<file path="src/rtl/lab1_imul_pkg.sv">
// ============================================================================
// Module  : lab1_imul_pkg
// Brief   : Shared types and constants for the variable-latency multiplier.
// Revision: 1.0
// ============================================================================
`default_nettype none

package lab1_imul_pkg;

    typedef enum logic [1:0] {
        IDLE = 2'd0,
        CALC = 2'd1,
        DONE = 2'd2
    } state_t;

    localparam int SHAMT_W  = 4;
    localparam int SKIP_MAX = 8;

endpackage

`default_nettype wire

</file>
<file path="src/rtl/lab1_imul_calc_shamt.sv">
// ============================================================================
// Module  : lab1_imul_calc_shamt
// Brief   : Zero-skip shift amount from the low byte of the multiplier operand.
// Revision: 1.0
// ============================================================================
`default_nettype none

module lab1_imul_calc_shamt
    import lab1_imul_pkg::*;
(
    input  logic [7:0]         in_byte,
    output logic [SHAMT_W-1:0] shamt
);

    always_comb begin
        shamt = SHAMT_W'(1);
        if (in_byte == 8'd0) begin
            shamt = SHAMT_W'(SKIP_MAX);
        end else if (!in_byte[0]) begin
            // Descending scan so the lowest set bit wins.
            for (int i = 7; i >= 1; i--) begin
                if (in_byte[i]) begin
                    shamt = SHAMT_W'(i);
                end
            end
        end
    end

endmodule

`default_nettype wire

</file>
<file path="src/rtl/lab1_imul_int_mul_var_lat.sv">
// ============================================================================
// Module  : lab1_imul_int_mul_var_lat
// Brief   : Iterative val/rdy multiplier; LAB1_IMUL_ZERO_SKIP_EN enables zero skipping.
// Revision: 1.0
// ============================================================================
`default_nettype none

module lab1_imul_int_mul_var_lat
    import lab1_imul_pkg::*;
#(
    parameter int NBITS = 32
) (
    input  logic               clk,
    input  logic               reset_n,
    input  logic               req_val,
    output logic               req_rdy,
    input  logic [2*NBITS-1:0] req_msg,
    output logic               resp_val,
    input  logic               resp_rdy,
    output logic [NBITS-1:0]   resp_msg
);

    state_t               state;
    state_t               state_next;
    logic [NBITS-1:0]     a_reg;
    logic [NBITS-1:0]     b_reg;
    logic [NBITS-1:0]     result_reg;
    logic [SHAMT_W-1:0]   shamt;

`ifdef LAB1_IMUL_ZERO_SKIP_EN
    lab1_imul_calc_shamt u_calc_shamt (
        .in_byte (b_reg[7:0]),
        .shamt   (shamt)
    );
`else
    assign shamt = SHAMT_W'(1);
`endif

    always_ff @(posedge clk or negedge reset_n) begin
        if (!reset_n) begin
            state <= IDLE;
        end else begin
            state <= state_next;
        end
    end

    always_comb begin
        state_next = state;
        case (state)
            IDLE:    if (req_val)       state_next = CALC;
            CALC:    if (b_reg == '0)   state_next = DONE;
            DONE:    if (resp_rdy)      state_next = IDLE;
            default:                    state_next = IDLE;
        endcase
    end

    always_ff @(posedge clk or negedge reset_n) begin
        if (!reset_n) begin
            a_reg      <= '0;
            b_reg      <= '0;
            result_reg <= '0;
        end else if (state == IDLE && req_val) begin
            a_reg      <= req_msg[2*NBITS-1:NBITS];
            b_reg      <= req_msg[NBITS-1:0];
            result_reg <= '0;
        end else if (state == CALC && b_reg != '0) begin
            if (b_reg[0]) begin
                result_reg <= result_reg + a_reg;
            end
            a_reg <= a_reg << shamt;
            b_reg <= b_reg >> shamt;
        end
    end

    assign req_rdy  = (state == IDLE);
    assign resp_val = (state == DONE);
    // Gated so the partial sum never leaks out while iterating.
    assign resp_msg = (state == DONE) ? result_reg : '0;

endmodule

`default_nettype wire

</file>
<file path="config.mk">
export PLATFORM = sky130hd
export DESIGN_NAME = lab1_imul_int_mul_var_lat
export DESIGN_NICKNAME = d
export VERILOG_FILES = /design/src/rtl/lab1_imul_pkg.sv /design/src/rtl/lab1_imul_calc_shamt.sv /design/src/rtl/lab1_imul_int_mul_var_lat.sv
export SDC_FILE = /design/constraint.sdc
export NUM_CORES = 1
export LEC_CHECK = 0
export CORE_UTILIZATION = 49
export CTS_CLUSTER_DIAMETER = 40
export DETAILED_ROUTE_END_ITERATION = 6
export PLACE_DENSITY = 0.76
export SYNTH_ARGS = -nofsm -noshare
export SYNTH_HDL_FRONTEND = slang
export SYNTH_SLANG_ARGS = --single-unit
</file>
<file path="constraint.sdc">
create_clock -name clk -period 2.5 [get_ports clk]
set_input_delay 0.5 -clock clk [delete_from_list [all_inputs] [get_ports clk]]
set_output_delay 0.5 -clock clk [all_outputs]
set_load 0.1 [all_outputs]
</file>
## Word-level counts from Yosys, hierarchy flattened

Index checks and enable logic that the tools add are counted.

- Bits in registers: 98
- Output and inout port bits: 34
- Word-level logic and storage cells: 31

- $add $sub $neg: 1
- Eq/ne operators: 5
- Multiplexer cells: 12
- Reductions and logical operators: 9

Operators by type and width:

| kind | number |
|---|---|
| $mux 32 | 8 |
| $add 32x32->32 | 1 |
| $logic_not 32->1 | 1 |
| $reduce_bool 32->1 | 1 |
| $mux 2 | 3 |
| $pmux 2 s3 | 1 |
| $ne 2x2->1 const B | 2 |
| $reduce_bool 2->1 | 2 |
| $reduce_and 3->1 | 1 |
| $eq 2x1->1 const B | 1 |
| $eq 2x2->1 const B | 1 |
| $logic_and 1x1->1 | 2 |
| $logic_not 2->1 | 1 |
| $ne 2x1->1 const B | 1 |
| $reduce_and 2->1 | 1 |

## Depth between registers and ports, before layout

- Word-level depth: 4
- Gate-level depth with buffers: 10

## Worst setup path after synthesis

OpenSTA, ideal clock, no wires.

- Path type: reg2out
- From: register state[0]
- To: output resp_msg[21]
- Arrival time: 2508 ps
- Data required time: 2000 ps
- Setup slack: -508 ps
- Cell stages (with the launch flop): 4
- Buffers on the path: 1
- Cells stage by stage: dfrtp_1 nor2b_1 clkbuf_1 and2_1

- Cells in the longest elaborated chain, start to end: 2

RTL lines:

| item | RTL line | RTL |
|---|---|---|
| start, declared | lab1_imul_int_mul_var_lat.sv:23 | `state_t state;` |
| start signal, assigned | lab1_imul_int_mul_var_lat.sv:43 | `state <= state_next;` |
| $eq 2x2->1 | n/a |  |
| via resp_val | lab1_imul_int_mul_var_lat.sv:18 | `output logic resp_val,` |
| $mux 32 | lab1_imul_int_mul_var_lat.sv:78 | `assign resp_msg = (state == DONE) ? result_reg : '0;` |
| end, declared | lab1_imul_int_mul_var_lat.sv:20 | `output logic [NBITS-1:0] resp_msg` |

The timed path passes the listed nets, and every way through them passes these cells.

## Worst setup path after layout

- From: register a_reg[16]
- To: register result_reg[31]

- Cells in the longest elaborated chain, start to end: 4

RTL lines:

| item | RTL line | RTL |
|---|---|---|
| start, declared | lab1_imul_int_mul_var_lat.sv:25 | `logic [NBITS-1:0] a_reg;` |
| start signal, assigned | lab1_imul_int_mul_var_lat.sv:63 | `a_reg <= req_msg[2*NBITS-1:NBITS];` |
| start signal, assigned | lab1_imul_int_mul_var_lat.sv:70 | `a_reg <= a_reg << shamt;` |
| $add 32x32->32 | lab1_imul_int_mul_var_lat.sv:68 | `result_reg <= result_reg + a_reg;` |
| $mux 32 | lab1_imul_int_mul_var_lat.sv:67 | `if (b_reg[0]) begin` |
| $mux 32 | lab1_imul_int_mul_var_lat.sv:66 | `end else if (state == CALC && b_reg != '0) begin` |
| $mux 32 | lab1_imul_int_mul_var_lat.sv:62 | `end else if (state == IDLE && req_val) begin` |
| end signal, assigned | lab1_imul_int_mul_var_lat.sv:68 |  |
| end, declared | lab1_imul_int_mul_var_lat.sv:27 | `logic [NBITS-1:0] result_reg;` |

No other way between the ends. The select of a mux whose other input is x is not followed.
A chain may end at the register's enable or synchronous reset.

==> summary.txt <==
Status -> finished, violations left
Failing checks -> design-rule violations, negative setup slack
Fill count -> 930
Clk sinks -> 98
Actual slew at the worst max-slew pin -> 643 ps
Worst-path maximum fanout -> 2
Chip Height -> 114 um
Synthesized Nets -> 787
Reg area -> 2450 sq um
Worst slew margin -> 0.571
Post-CTS Hold Fix Bufs -> 0
Remaining routing DRC violations -> 3
Mapped Area -> 6170 sq um
Unrepaired setup endpoints after global routing -> true
Total global-route track usage -> 0.258
Nets -> 917
Clock-pin slew on the worst setup and hold paths -> 70 ps
Die Area -> 13100 sq um
Post-route ant nets -> 0
Hold slack -> 149 ps
Largest net degree at the start of global routing -> 75
Required time of the critical path -> 2730 ps
Max-cap viol count -> 0
Fin crit period -> 2580 ps
Vias in the first global route -> 5597
Reg2Reg Setup Slack -> -80 ps
H-tree depth -> 3
PD cells -> 1110 nW/um^2
Register area share after synthesis -> 0.397
Leakage -> 3.57 nW
Final setup violation count -> 1
Seq pwr share -> 0.298
DIE WIDTH -> 114 um
Final Max Slew Viols -> 0
Worst Skew -> 7.71 ps
HPWL after DPL -> 11.6 mm
First-pass GRT wire length -> 26.3 mm
Multi-input logic area -> 3700 sq um
Share of layout cells above drive strength 1 -> 0.195
RD Place Congestion -> 0.885
Initial antenna violation count -> 0
Most common cell after layout, fill and taps aside -> dfrtp_1
Clock power share -> 0.141
Startpoint types -> flip-flop
I/O pins -> 102
Critical path class -> flip-flop to flip-flop
# placed instances -> 969
Row Count -> 40
Placeable core region -> 12200 sq um
DP Area -> 8050 sq um
Min-Delay Path Class -> primary input to asynchronous set/reset pin
Combinational group share of total power -> 0.561
Routed vias -> 5518
Worst skew pair latency -> 360 ps
Start point of the critical path -> a_reg[16]
Fin worst setup slack -> -82.1 ps
Ys flop type -> dfrtp_1
Cts bufs inserted -> 9
Power Total -> 9.46 mW
Post-Syn Instances -> 687
Grt ovf -> 0
Final Non-Filler Cells -> 989
Switching part of the total -> 0.428
Worst IR Drop VDD -> 0.000631 V
Crit path capture type -> flip-flop
Commonest cells after routing, fill and taps aside -> dfrtp_1 (98), o21ai_0 (93), nand2_1 (92)
FF-to-FF Start -> a_reg[16]
Dpl ws -> -112 ps
P_int -> 5.41 mW
Fin crit share -> 1.03
Wire per inst -> 16.1 um
DR pass1 iterations -> 7
Yosys warnings -> 0
Final instance area -> 8550 sq um
CTS Root Cell -> clkbuf_16
Drt initial violations -> 371
Share of flip-flops with an asynchronous set or reset -> 1.00
Library cells used by synthesis -> 56
Worst Path Arrival -> 2810 ps
# port buffers -> 101
Area Growth Syn to Fin -> 38.5%
FF+latch count, synth -> 98
Final core utilization -> 0.703
Initial core utilization -> 0.508
Fmax -> 387 MHz
Clock tree buffer depth -> 2
Final hold vios -> 0
Mean area per synthesized cell -> 8.99 sq um
Net Sw Power -> 4.05 mW
Via density -> 5.58
Final WL -> 15.9 mm
EDFF count, synth -> 0
Setup_tns -> -82.1 ps
CTS tree -> yes
Antenna Diode Count -> 0
-- cells by family (layout without fill, tap and decap cells) --
group | Yosys count | count (layout) | share of synthesized area
buffers and inverters | 55 | 189 | 0.0375
XOR/XNOR | 28 | 28 | 0.0397
multiplexers | 64 | 64 | 0.104
AO/OA/AOI/OAI | 191 | 191 | 0.186
AND/OR/NAND/NOR | 219 | 219 | 0.169
flip-flops | 98 | 98 | 0.397
adder cells (fa/ha/maj) | 32 | 32 | 0.0661
-- worst max-delay path: stages, from the launching register on --
cell      delay, ps
dfrtp_1         420
ha_4            280
a21oi_4         160
o21a_2          180
o221ai_2        120
a221o_1         340
a221o_1         320
a211oi_2        260
buf_4           160
xnor2_1         110
o211ai_1        120
-- final cells by class --
class	instances	share of cell area
clock buffers	9	0.0263
clock inverters	6	0.00571
inverters	10	0.00439
multi-input cells	534	0.433
flip-flops and latches	98	0.287
well taps	168	0.0246
repair buffers	164	0.219
-- synth_stat cells, types with 5 or more instances --
library cell / instances / area, sq um
o21bai_1: 5 / 37.5
nor2_1: 19 / 71.3
inv_1: 9 / 33.8
mux2i_1: 64 / 641
ha_1: 31 / 388
o21ai_1: 6 / 30.0
a31oi_1: 8 / 50.1
dfrtp_1: 98 / 2450
and2_1: 33 / 206
a21o_1: 15 / 113
buf_2: 8 / 40.0
nand2_1: 92 / 345
nand4_1: 8 / 50.1
xor2_1: 14 / 123
nand3_1: 37 / 185
xnor2_1: 14 / 123
o21ai_0: 100 / 500
clkbuf_1: 34 / 128
a21oi_1: 28 / 140
nor4_1: 9 / 56.3
-- power by group through the flow --
stage / Sequential [mW] / Combinational (mW) / Clock [mW]
finish: 2.82 / 5.30 / 1.34
global placement: 2.78 / 4.71 / 0
detailed placement: 2.82 / 4.84 / 0
CTS: 2.81 / 4.97 / 1.37
floorplan: 2.65 / 3.37 / 0
global route: 2.91 / 5.83 / 1.44
-- repair_timing --
item,in CTS,in global routing
gates resized for setup,9,29
pin swaps,4,14
setup endpoints to repair,11,16
setup buffers,1,4
-- final timing paths --
check,end,depth (start not counted)
max,result_reg[31],10
min reg2reg,state[1],1
max reg2reg,result_reg[31],10
min,result_reg[19],1
min in group clk,state[1],1
max in group asynchronous,b_reg[20],2
-- metal layers --
metal  part of all wire  vias to the layer above  GRT usage
met5                  0                        -          0
met4              0.020                        0     0.0848
met3              0.041                       29     0.0540
met2               0.50                      132      0.434
met1               0.44                     2642      0.331
li1                   -                     2715          -
Power figures use the tool's default switching activity.
